`src/rtl/writeback_queue.sv`:
```
// writeback_queue: multi-lane in-order result queue feeding the register file's single write port.
// Latency: a result accepted at edge N is presented on the write port in the following cycle if it is at the head.
// Backpressure: in_ready drops when fewer than LANES slots are free (a same-cycle pop is not credited) or once halted.
// Optional trace output: define WRITEBACK_TRACE_EN.
module writeback_queue #(
  parameter int XLEN  = 32,
  parameter int LANES = 2,
  parameter int DEPTH = 4
) (
  input  logic                       clk,
  input  logic                       rst,
  input  logic [LANES-1:0]           in_valid,
  input  logic [LANES*5-1:0]         in_rd,
  input  logic [LANES*XLEN-1:0]      in_data,
  input  logic [LANES-1:0]           in_reg_write,
  input  logic [LANES-1:0]           in_is_final,
  input  logic [LANES-1:0]           in_instr_done,
  output logic                       in_ready,
  output logic [4:0]                 writeback_address,
  output logic [XLEN-1:0]            write_back_data,
  output logic                       write_back_enable,
  output logic [31:0]                retired_count,
  output logic [$clog2(DEPTH):0]     occupancy,
  output logic                       halted
);

  localparam int AW = $clog2(DEPTH);
  localparam int OW = AW + 1;

  typedef struct packed {
    logic [4:0]      rd;
    logic [XLEN-1:0] data;
    logic            reg_write;
    logic            is_final;
    logic            instr_done;
  } entry_t;

  entry_t          mem [DEPTH];
  logic [AW-1:0]   wr_ptr;
  logic [AW-1:0]   rd_ptr;
  logic [OW-1:0]   occ_q;
  logic [31:0]     retired_q;
  logic            halted_q;

  logic [AW-1:0]   lane_idx [LANES];
  logic [OW-1:0]   push_cnt;
  logic            accept;
  logic            pop;
  entry_t          head;

  // Admission only looks at registered occupancy, so a pop in the same cycle never opens room early.
  assign in_ready = !halted_q && ((int'(occ_q) + LANES) <= DEPTH);
  assign accept   = in_ready && (|in_valid);
  assign pop      = (occ_q != '0) && !halted_q;
  assign head     = mem[rd_ptr];

  // Pack valid lanes densely in lane order: each valid lane lands at wr_ptr plus the number of older valid lanes.
  always_comb begin
    push_cnt = '0;
    for (int i = 0; i < LANES; i++) begin
      lane_idx[i] = wr_ptr + AW'(push_cnt);
      if (in_valid[i]) begin
        push_cnt = push_cnt + OW'(1);
      end
    end
  end

  // Payload storage; contents need no reset because occupancy gates every read.
  always_ff @(posedge clk) begin
    for (int i = 0; i < LANES; i++) begin
      if (accept && in_valid[i]) begin
        mem[lane_idx[i]] <= '{rd:         in_rd[5*i +: 5],
                              data:       in_data[XLEN*i +: XLEN],
                              reg_write:  in_reg_write[i],
                              is_final:   in_is_final[i],
                              instr_done: in_instr_done[i]};
      end
    end
  end

  // Pointers, occupancy, retire counter and the sticky halt.
  always_ff @(posedge clk or posedge rst) begin
    if (rst) begin
      wr_ptr    <= '0;
      rd_ptr    <= '0;
      occ_q     <= '0;
      retired_q <= '0;
      halted_q  <= 1'b0;
    end else begin
      if (accept) begin
        wr_ptr <= wr_ptr + AW'(push_cnt);
      end
      if (pop) begin
        rd_ptr <= rd_ptr + AW'(1);
        if (head.instr_done) begin
          retired_q <= retired_q + 32'd1;
        end
        if (head.is_final) begin
          halted_q <= 1'b1;
        end
      end
      occ_q <= occ_q + (accept ? push_cnt : OW'(0)) - (pop ? OW'(1) : OW'(0));
    end
  end

  // Write port is driven straight from the head; x0 writes are dropped but the entry still retires.
  always_comb begin
    write_back_enable = 1'b0;
    writeback_address = 5'd0;
    write_back_data   = '0;
    if (pop) begin
      write_back_enable = head.reg_write && (head.rd != 5'd0);
      writeback_address = head.rd;
      write_back_data   = head.data;
    end
  end

  assign retired_count = retired_q;
  assign occupancy     = occ_q;
  assign halted        = halted_q;

`ifdef WRITEBACK_TRACE_EN
  // Simulation trace of every pop and of the halt event.
  always @(posedge clk) begin
    if (!rst && pop) begin
      $display("%0t wb: addr=x%0d data=%h en=%0b final=%0b done=%0b retired=%0d",
               $time, head.rd, head.data, write_back_enable, head.is_final,
               head.instr_done, retired_q);
      if (head.is_final) begin
        $display("%0t wb: halted, final retired=%0d", $time,
                 retired_q + (head.instr_done ? 32'd1 : 32'd0));
      end
    end
  end
`else
`endif

endmodule

```
`config.mk`:
```
export PLATFORM = sky130hd
export DESIGN_NAME = writeback_queue
export DESIGN_NICKNAME = d
export VERILOG_FILES = /design/src/rtl/writeback_queue.sv
export SDC_FILE = /design/constraint.sdc
export NUM_CORES = 1
export LEC_CHECK = 0
export ABC_AREA = 1
export CAP_MARGIN = 10
export CORE_MARGIN = 3
export CORE_UTILIZATION = 30
export CTS_CLUSTER_SIZE = 30
export DETAILED_ROUTE_END_ITERATION = 8
export GPL_TIMING_DRIVEN = 0
export SYNTH_ARGS = -nofsm -noshare
export SYNTH_HDL_FRONTEND = slang
export SYNTH_SLANG_ARGS = --single-unit
```
`constraint.sdc`:
```
create_clock -name clk -period 7.2 [get_ports clk]
set_input_delay 1.08 -clock clk [delete_from_list [all_inputs] [get_ports clk]]
set_output_delay 1.08 -clock clk [all_outputs]
set_load 0.03 [all_outputs]
```
== Word level (Yosys, flattened, before mapping) ==
Memory sizes are Yosys's and may differ from the RTL's.
Index checks and enable logic that the tools add are counted.

* Register bits: 40
* Latch bits: 0
* Memory bits (writable): 160
* ROM bits: 0
* Bits of input ports: 84
* Output and inout port bits: 75
* Logic and storage cells: 38
* Memories kept: 1

{| class="wikitable"
|+ Memories
! memory !! words !! bits a word !! read ports !! clocked after Yosys merged registers in !! wr ports !! RTL line !! source
|-
| mem || 4 || 40 || 1 || 0 || 2 || 38 || <nowiki>entry_t mem [DEPTH];</nowiki>
|}

* Add/sub/neg operators: 8
* $mul: 0
* Div/mod/pow operators: 0
* $lt $le $gt $ge: 1
* Equality and inequality tests: 0
* Shifts and indexed selects: 0
* Mux-type cells: 11
* Bitwise operators: 0
* Reductions and logical operators: 12

{| class="wikitable"
|+ Operators with widths
! cell !! count
|-
| 32-bit by 1-bit adder with 32-bit output, second input constant || 1
|-
| 32-bit two-way mux || 1
|-
| 1-bit two-way mux || 7
|-
| 1-bit logical AND || 6
|-
| 3-bit two-way mux || 2
|-
| 5-bit two-way mux || 1
|-
| 5-bit nonzero test || 1
|-
| 2-bit adder || 2
|-
| 3-bit by 2-bit adder with 4-bit output, second input constant || 1
|-
| 4-bit by 3-bit <= comparator with 1-bit output, second input constant || 1
|-
| 2-bit AND reduction || 2
|-
| 3-bit by 1-bit adder with 3-bit output, second input constant || 1
|-
| 3-bit adder || 1
|-
| 3-bit nonzero test || 1
|-
| 3-bit by 1-bit subtractor with 3-bit output || 1
|-
| 2-bit by 1-bit adder with 2-bit output, second input constant || 1
|-
| 2-bit OR reduction || 1
|-
| 1-bit logical NOT || 1
|}

== Longest topological paths before layout ==
* Depth in word-level cells: 7
* Depth in mapped cells: 11
* Gate-level depth less buffers: 11

== Worst setup path after synthesis ==
OpenSTA, ideal clock, no wires.

* Path type: input to register
* Start point: in in_valid[0]
* End point: mem mem[1][0] (netlist name), enable pin
* Library setup time: 398 ps
* Arrival time: 2861 ps
* Required time: 6802 ps
* Slack: 3941 ps
* Stages on the path: 8
* Path buffers: 1
* Cells stage by stage: ha_1 > or2_1 > nand2_4 > nand2_2 > inv_1 > nand2_2 > buf_6 > nand2_1

{| class="wikitable"
|+ RTL lines
! element !! RTL line !! source
|-
| from (decl) || 12 || <nowiki>input logic [LANES-1:0] in_valid,</nowiki>
|-
| to (decl) || 38 ||
|}

== Final worst setup path ==
* Start point: reg rd_ptr[0]
* End point: out write_back_data[27]

* Word-level cells in the longest chain between the ends: 2

{| class="wikitable"
|+ RTL lines
! element !! RTL line !! source
|-
| from (decl) || 40 || <nowiki>logic [AW-1:0] rd_ptr;</nowiki>
|-
| from (signal assigned) || 94 || <nowiki>rd_ptr <= rd_ptr + AW'(1);</nowiki>
|-
| memory read 4 x 40 bit || - ||
|-
| 32-bit two-way mux || 111 || <nowiki>if (pop) begin</nowiki>
|-
| to (decl) || 20 || <nowiki>output logic [XLEN-1:0] write_back_data,</nowiki>
|}

Every way passes these cells.

==> impl_metrics.py <==
metrics = {
    "outcome": {
        "status": "finished, final reports clean",
    },
    "critical_path": {
        "start_kind": "flop",
        "crit_start": "rd_ptr[0]",
        "worstPathRequired_ns": 6.12,
        "cp_data_arrival_time_ns": 2.95,
        "reg2reg_from": "occupancy[1]",
        "cp_max_fo": 10,
        "crit_path_end_kind": "output pin",
        "crit_type": "reg -> out",
        "r2r_setup_slack_ns": 4.32,
    },
    "yosys": {
        "yosys.area.top_type": "edfxtp_1",
        "yosysMostFrequentCell": "nand2_1",
        "synth_edf_count": 160,
        "synth_nets": 1459,
        "synth.area.top_cells": "edfxtp_1 44%, nand2_1 21%, dfrtp_1 9.1%",
        "synth_warnings": 0,
        "syn_area_sq_um": 11030,
        "ys_ff_latch": 200,
        "synth.distinct_cells": 33,
        "synthCells": 1365,
        "ys_top_cells_by_count": "619 x nand2_1, 179 x nor2_1, 160 x edfxtp_1",
        "syn_avg_cell_area_sq_um": 8.080,
        "synth_top_cell_area_share_pct": 43.56,
        "async_reset_ff_share_pct": 20.00,
        "synth_sequential_area_ratio_pct": 52.64,
        "synthFlopType": "edfxtp_1",
    },
    "detailed_routing": {
        "routed_wl_mm": 34.06,
        "drtIter0Drc": 618,
        "ant_nets": 0,
        "post_drt_wl_per_cell_um": 16.86,
        "via_per_inst": 4.731,
        "firstDrtPassIters": 5,
        "drc": 0,
        "vias": 9556,
    },
    "cts": {
        "numCtsBuffers": 17,
        "insertion_delay_ns": 0.46,
        "postCtsSetupBuffers": 0,
        "cts_resized": 0,
        "htreeDepth": 4,
        "clkSinkCount": 200,
        "path_clk_slew_ns": 0.08,
        "cts_tree": "yes",
        "ctsLongestPathBuffers": 2,
        "hold_buffers": 0,
        "cts_root_buf": "clkbuf_16",
    },
    "finish": {
        "layout.nets": 1640,
        "fin_area_sq_um": 13920,
        "n_antenna_cell": 0,
        "filler_cell_count": 3571,
        "layout-drive-gt1-share_pct": 8.082,
        "multi_input_area_sq_um": 4451,
        "area_growth_pct": 26.18,
        "area.sequential_sq_um": 5806,
    },
    "timing": {
        "setup-tns-final_ns": 0,
        "rsz0062_at_grt": "false",
        "finalSetupViolations": 0,
        "final_hold_viol_count": 0,
        "worstMarginPinSlew_ns": 0.8641,
        "slew_viol_final": 0,
        "slew_headroom_pct": 42.40,
        "post-route-period-util_pct": 55.96,
        "layout_min_cycle_time_ns": 4.029,
        "fmax_mhz": 248.2,
        "skew_ns": 0.01738,
    },
    "power": {
        "power.density_nw_per_um2": 283.4,
        "leakage_nw": 5.760,
        "finalPower_w": 0.003945,
        "ir_worst_vdd_mv": 0.1774,
    },
    "die": {
        "die_area_sq_um": 39100,
        "io_pins": 159,
        "start_util_pct": 30.71,
        "num_rows": 69,
        "die_height_um": 197.7,
        "coreArea_sq_um": 35910,
        "die_w_um": 197.7,
    },
    "global_route": {
        "grt_max_degree": 41,
        "antenna_found_initial": 0,
        "grt_use_total_pct": 17.52,
        "grt_pass1_vias": 9445,
        "grt_pass1_wl_mm": 52.54,
        "grt-ovfl-total": 0,
    },
    "flow_run": {
        "drv_cap": 0,
    },
    "worst_hold_path": {
        "hp-start": "retired_count[31]",
        "hold_path.class": "reg -> reg",
    },
    "placed_design": {
        "placed_area_sq_um": 13280,
        "place_hpwl_mm": 23.86,
        "gp_congestion": 0.8482,
        "portBuffers": 158,
    },
}
-- registers in the layout, summed over array words and instances (netlist names) --
register and flops:
halted 1, mem 160, occupancy 3, rd_ptr 2, retired_count 32, wr_ptr 2
-- critical path: stages, from the launching register on --
cell	delay [ns]
dfrtp_1	0.34
buf_4	0.19
clkbuf_1	0.61
nor2_1	0.11
nor2_1	0.10
o21ai_0	0.10
a21oi_1	0.32
clkdlybuf4s50_1	0.73
-- area by class of cell --
class,count,share of cell area [%]
sequential,200,41.72
multi-input combinational,1032,31.98
timing repair buffer,162,11.94
tap,461,4.145
buffer,66,3.803
clock buffer,17,3.057
inverter,67,1.825
clock inverter,15,1.537
-- kinds of logic (layout without fill, tap and decap cells) --
logic type | count (synthesis) | count (layout) | synth area share (%)
xor gates and xnor gates | 8 | 8 | 0.6353
AOI/OAI and AO/OA | 119 | 119 | 5.559
DFF | 200 | 200 | 52.64
and+or+nand+nor | 895 | 895 | 32.86
buffers and inverters | 133 | 327 | 7.102
adders and majority gates | 10 | 10 | 1.203
-- final timing paths --
| path | end | depth (start not counted) |
|---|---|---|
| max | write_back_data[27] | 7 |
| min in group asynchronous | retired_count[2] | 2 |
| max reg2reg | mem[0][6] | 8 |
| min | retired_count[31] | 2 |
| max in group asynchronous | retired_count[9] | 2 |
| min reg2reg | retired_count[31] | 2 |
-- power breakdown --
part | internal (W) | switching (W) | leakage (nW) | total (W)
clock | 0.000492 | 0.000543 | 0.306 | 0.00103
combinational | 0.000501 | 0.00102 | 3.48 | 0.00153
sequential | 0.00134 | 0.0000419 | 1.97 | 0.00138
-- metrics by stage --
stage | std cells | hold slack (ns) | utilization, % | setup WS (ns)
final | 2020 | 0.5167 | 38.75 | 3.171
after detailed placement | 1988 | 0.4908 | 36.97 | 3.273
after CTS | 2020 | 0.5092 | 38.75 | 3.074
after global placement | 1984 | 0.4858 | 36.72 | 2.332
after global routing | 2020 | 0.5467 | 38.75 | 3.022
after floorplan | 1365 | 0.5133 | - | 3.941
-- placed cells by master (no fill, tap or decap), types with 7 or more instances in the layout --
master,count
nand2_1,615
nand3_1,50
nor2_4,9
clkbuf_1,16
a21oi_1,32
inv_2,7
nand4_1,9
buf_6,33
o21ai_1,10
ha_1,9
clkbuf_16,17
nand2_2,12
clkdlybuf4s50_1,158
nand3b_1,7
dfrtp_1,40
inv_12,7
buf_2,12
o21ai_0,73
nor2_1,179
inv_1,59
edfxtp_1,160
-- metal layers --
layer  GRT usage, %  up-vias  routed length [um]
met5              0        -                   0
met4          5.216        0                 631
met3          2.688       52                2314
met2          30.34      367               16760
met1          22.73     4409               14350
li1               -     4728                   -
Power figures use the tool's default switching activity.
